## src/rtl/irq_sync_stretcher.sv

```systemverilog
// irq_sync_stretcher
//   Conditions raw interrupt lines from FPGA-side IP before they reach the
//   peripherals wrapper irq_i[NumSources-1:7] input (bit 0 -> irq_i[7]).
//   Every line is synchronized into aclk. Level lines are passed through as
//   registered levels. Edge lines turn each 0->1 transition into a level pulse
//   exactly STRETCH cycles wide, so the PLIC gateway is sure to sample it.
//
// Parameters
//   NUM_IRQ      number of lines (normally ariane_soc::NumSources-7)
//   SYNC_STAGES  synchronizer depth per line, 2..4
//   EDGE_MASK    bit i = 1 -> line i is rising-edge type, 0 -> level type
//   STRETCH      edge-line output pulse width in aclk cycles, 1..255
//
// Ports
//   aclk         clock
//   aresetn      asynchronous active-low reset, clears every flop
//   irq_async_i  raw interrupt lines, asynchronous to aclk
//   irq_o        conditioned, registered interrupts
//   overrun_o    one-cycle pulse: a new edge arrived while the line was
//                still stretching (always 0 on level lines)
module irq_sync_stretcher #(
  parameter int                 NUM_IRQ     = 8,
  parameter int                 SYNC_STAGES = 2,
  parameter logic [NUM_IRQ-1:0] EDGE_MASK   = '0,
  parameter int                 STRETCH     = 16
) (
  input  logic               aclk,
  input  logic               aresetn,
  input  logic [NUM_IRQ-1:0] irq_async_i,
  output logic [NUM_IRQ-1:0] irq_o,
  output logic [NUM_IRQ-1:0] overrun_o
);

  localparam int                CNT_W     = $clog2(STRETCH + 1);
  localparam logic [CNT_W-1:0] STRETCH_C = CNT_W'(STRETCH);
  localparam logic [CNT_W-1:0] CNT_ONE   = CNT_W'(1);

  // Synchronizer: plain flop chain, no logic between stages
  logic [SYNC_STAGES-1:0][NUM_IRQ-1:0] sync_q;
  logic [NUM_IRQ-1:0]                  s;

  always_ff @(posedge aclk or negedge aresetn) begin
    if (!aresetn) begin
      sync_q <= '0;
    end else begin
      sync_q <= {sync_q[SYNC_STAGES-2:0], irq_async_i};
    end
  end

  assign s = sync_q[SYNC_STAGES-1];

  // Per-line conditioning stage
  for (genvar gi = 0; gi < NUM_IRQ; gi++) begin : g_line
    if (EDGE_MASK[gi]) begin : g_edge
      logic             prev_q;
      logic             rise;
      logic [CNT_W-1:0] cnt_q, cnt_d;
      logic             irq_q, irq_d;
      logic             ovr_q, ovr_d;

      assign rise = s[gi] & ~prev_q;

      // A rise always reloads the full width; a rise while the counter is
      // still running extends the pulse and is flagged as an overrun.
      always_comb begin
        cnt_d = cnt_q;
        irq_d = irq_q;
        ovr_d = 1'b0;
        if (rise) begin
          cnt_d = STRETCH_C;
          irq_d = 1'b1;
          ovr_d = (cnt_q != '0);
        end else if (cnt_q > CNT_ONE) begin
          cnt_d = cnt_q - CNT_ONE;
        end else if (cnt_q == CNT_ONE) begin
          cnt_d = '0;
          irq_d = 1'b0;
        end
      end

      // prev clears on reset, so an input still high after release is seen
      // as a fresh rise and no interrupt is lost across reset.
      always_ff @(posedge aclk or negedge aresetn) begin
        if (!aresetn) begin
          prev_q <= 1'b0;
          cnt_q  <= '0;
          irq_q  <= 1'b0;
          ovr_q  <= 1'b0;
        end else begin
          prev_q <= s[gi];
          cnt_q  <= cnt_d;
          irq_q  <= irq_d;
          ovr_q  <= ovr_d;
        end
      end

      assign irq_o[gi]     = irq_q;
      assign overrun_o[gi] = ovr_q;
    end else begin : g_level
      logic irq_q;

      always_ff @(posedge aclk or negedge aresetn) begin
        if (!aresetn) begin
          irq_q <= 1'b0;
        end else begin
          irq_q <= s[gi];
        end
      end

      assign irq_o[gi]     = irq_q;
      assign overrun_o[gi] = 1'b0;
    end
  end

endmodule

```

## config.mk

```make
export PLATFORM = sky130hd
export DESIGN_NAME = irq_sync_stretcher
export DESIGN_NICKNAME = d
export VERILOG_FILES = /design/src/rtl/irq_sync_stretcher.sv
export SDC_FILE = /design/constraint.sdc
export NUM_CORES = 1
export LEC_CHECK = 0
export BUFFER_PORTS_ARGS = -buffer_cell sky130_fd_sc_hd__buf_2
export CAP_MARGIN = 20
export CORE_UTILIZATION = 49
export DETAILED_ROUTE_END_ITERATION = 12
export GPL_TIMING_DRIVEN = 0
export PLACE_DENSITY = 0.79
export SLEW_MARGIN = 20
export SYNTH_ARGS = -nofsm -noshare
export SYNTH_HDL_FRONTEND = slang
export SYNTH_SLANG_ARGS = --single-unit
```

## constraint.sdc

```tcl
create_clock -name aclk -period 1.25 [get_ports aclk]
set_clock_uncertainty 0.2 [all_clocks]
set_input_delay 0.125 -clock aclk [delete_from_list [all_inputs] [get_ports aclk]]
set_output_delay 0.125 -clock aclk [all_outputs]
set_load 0.01 [all_outputs]
```

# Yosys cells after proc, flatten, opt, wreduce, memory -nomap -nowiden
# Index checks and enable logic that the tools add are counted.
[totals]
regBits = 24
elab_cells = 10
inputBits = 10
out_inout_bits = 16

# Logic depth before layout (Yosys ltp)
[depth]
ltp_word = 0
depth_mapped = 1
mapped_depth_nobuf = 0

# Worst setup path before layout
# Ideal clock, no wire load.
[synth_path]
kind = "reg-to-output"
start = "register g_line[0].g_level.irq_q"
end = "output port irq_o[0]"
t_required_ns = 0.925
path_stages_with_launch = 2
path_buffers = 1
path_slack_ns = 0.458
arrival_time_ns = 0.467
cell_sequence = "dfrtp_1 buf_4"
[synth_lines]
columns = ["element", "line_no", "rtl"]
rows = [
  ["from (decl)", "100", "logic irq_q;"],
  ["from (signal assigned)", "106", "irq_q <= s[gi];"],
  ["to (decl)", "30", "output logic [NUM_IRQ-1:0] irq_o,"],
]
# No word-level cell between the ends.

# Worst setup path after layout
[layout_path]
start = "register g_line[0].g_level.irq_q"
end = "output port irq_o[0]"
# No word-level cell between the ends.

==> impl_metrics.toml <==
[sta]
fin_crit_sh_pct = 92.09
period_needed_ns = 1.151
hold_viol = 0
setup_viol = 0
fmax_mhz = 868.8
finalMaxSlewViolations = 0
tns_ns = 0
rsz0062_at_grt = "no"
setup_slack_ns = 0.09893

[synthesis]
synthTopCellsByArea = "dfrtp_1, buf_4, conb_1"
syn_avg_cell_area_um2 = 17.67
ys_ff_latch = 24
synth.top_cell.area_share_pct = 82.90
synth.distinct_cells = 3
netlist_instances = 41
yosys_warnings = 0
ys_seq_area_share_pct = 82.90
syn-cell-area_um2 = 724.4
synth_area_leader_cell = "dfrtp_1"

[clocking]
cts.sinks = 24
cts_tree = "done"
cts_buffers = 3
cts-root-buf = "clkbuf_4"
cts.path.max_buffers = 2
htree_num_levels = 1
clk_latency_ns = 0.30
post-cts-setup-buffer-count = 0
clk_pin_slew_ns = 0.12

[worst_setup_path]
path_cells = "buf_6"
crit_type = "register to output pin"
slowest_delay_ns = 0.40
worst_r2r_path_depth = 0
crit_family = "flip-flops"
timing.critical_path.buf_inv = 1
setup.worst_path.end_class = "output pin"
critPathArrivalTime_ns = 0.83
cpMaxStageDelayCell = "dfrtp_1"
cp.depth = 1
start_kind = "register"
required_ns = 0.93
crit_fanout = 1

[detailed_routing]
drtIter0Drc = 1
ant_nets = 0
drt-total-wl_um = 856
wl_per_cell_um = 10.07
routed-wl-met3_um = 58
first_pass_iters = 2
drc = 0
routed.top_layer = "met3"
via_per_inst = 3.824
wl_met2_um = 465
dr_total_vias = 325
met1Wirelength_um = 332

[finish]
diodes = 0
final_nets = 81
drive_gt1_share_pct = 41.43
area_growth_pct = 34.02

[floorplan]
die_w_um = 40.45
initial_core_util_pct = 54.32
core_region_area_um2 = 1334
io_pins = 26
dieArea_um2 = 1636
die_h_um = 40.45
rows = 13

[grt]
grt_pass1_wl_mm = 1.166
globalRoute.totalOverflow = 0
grt_max_degree = 25
track_usage_pct = 12.33
antenna_found_initial = 0
grt_pass1_vias = 293

[power]
pwr-share-seq_pct = 62.3
ir_worst_vdd_mv = 0.9708
p_per_area_nw_per_um2 = 1368
p_int_mw = 1.060
p_leak_nw = 0.4916
switching_power_mw = 0.2679
power_mw = 1.328
p_comb_share_pct = 8.5
clkPwrFrac_pct = 29.1
switching_share_pct = 20.17

[worst_hold_path]
hp-class = "input pin to asynchronous set/reset pin"

[placed_design]
port_buffers = 17
dpl_worst_slack_ns = 0.3264
gp_congestion = 0.5600

[run]
cap_violations = 0

[outcome]
status = "finished clean"
[layout by cell type, fill, tap and decap left out, drive strengths merged]
cell type	instances
buf	25
dlygate4sd3	9
clkbuf	4
conb	8
dfrtp	24
[through the flow]
stage / cells / hold slack, ns / util, % / instance area [µm²]
final: 85 / 0.09245 / 72.80 / 970.9
after global routing: 85 / 0.1304 / 72.80 / 970.9
after CTS: 87 / 0.1034 / 73.92 / 985.9
after detailed placement: 80 / -0.08551 / 64.07 / 854.6
after global placement: 80 / -0.1030 / 64.07 / 854.6
after floorplan: 48 / -0.3706 / - / 750.7
[state kept, by name, summed over array words and instances, names as in the netlist]
| name | flops |
|---|---|
| g_line.g_level.irq_q | 8 |
| sync_q | 8 |
| s | 8 |
[repair_timing]
action | 4_1_cts | 5_1_grt
hold endpoints to repair | 32 | 0
resized for setup | 8 | 0
cloned | 0 | 0
setup endpoints to repair | 8 | 2
hold buffers | 9 | 0
[final cells by class]
cell class / instances / area (µm²)
clock buffers: 4 / 36.28
flip-flops and latches: 24 / 600.6
fillers: 87 / 362.8
multi-input cells: 8 / 30.03
well taps: 15 / 18.77
repair buffers: 26 / 225.2
plain buffers: 8 / 60.06
[worst paths after layout]
kind,from,endpoint,slack [ns]
min reg2reg,sync_q[7],s[7],0.16
max in group asynchronous,aresetn,s[6],0.43
min,aresetn,g_line[4].g_level.irq_q,0.09
max,g_line[0].g_level.irq_q,irq_o[0],0.1
min in group aclk,sync_q[7],s[7],0.16
max reg2reg,sync_q[0],s[0],0.56
[metal layers]
metal | up-vias | track usage (%)
li1 | 156 | -
met1 | 151 | 13.94
met2 | 18 | 20.63
met3 | 0 | 1.667
met4 | 0 | 10.00
met5 | - | 0
[cell usage after synthesis (all sizes together)]
cell type / count
buf: 16
conb: 1
dfrtp: 24
[kinds of logic (layout without fill, tap and decap cells)]
family / Yosys count / count (layout) / share of synthesized area (%)
buffers and inverters: 16 / 38 / 16.58
flip-flops: 24 / 24 / 82.90
other: 1 / 8 / 0.5176
[power by group through the flow]
stage               logic, mW  clock network, mW  registers (mW)
floorplan              0.0551                  0           0.837
global placement       0.0916                  0           0.837
detailed placement     0.0941                  0           0.840
CTS                     0.117              0.396           0.827
global route            0.126              0.416           0.831
finish                  0.114              0.387           0.828
Note: power is estimated with default switching activity, not from simulation.
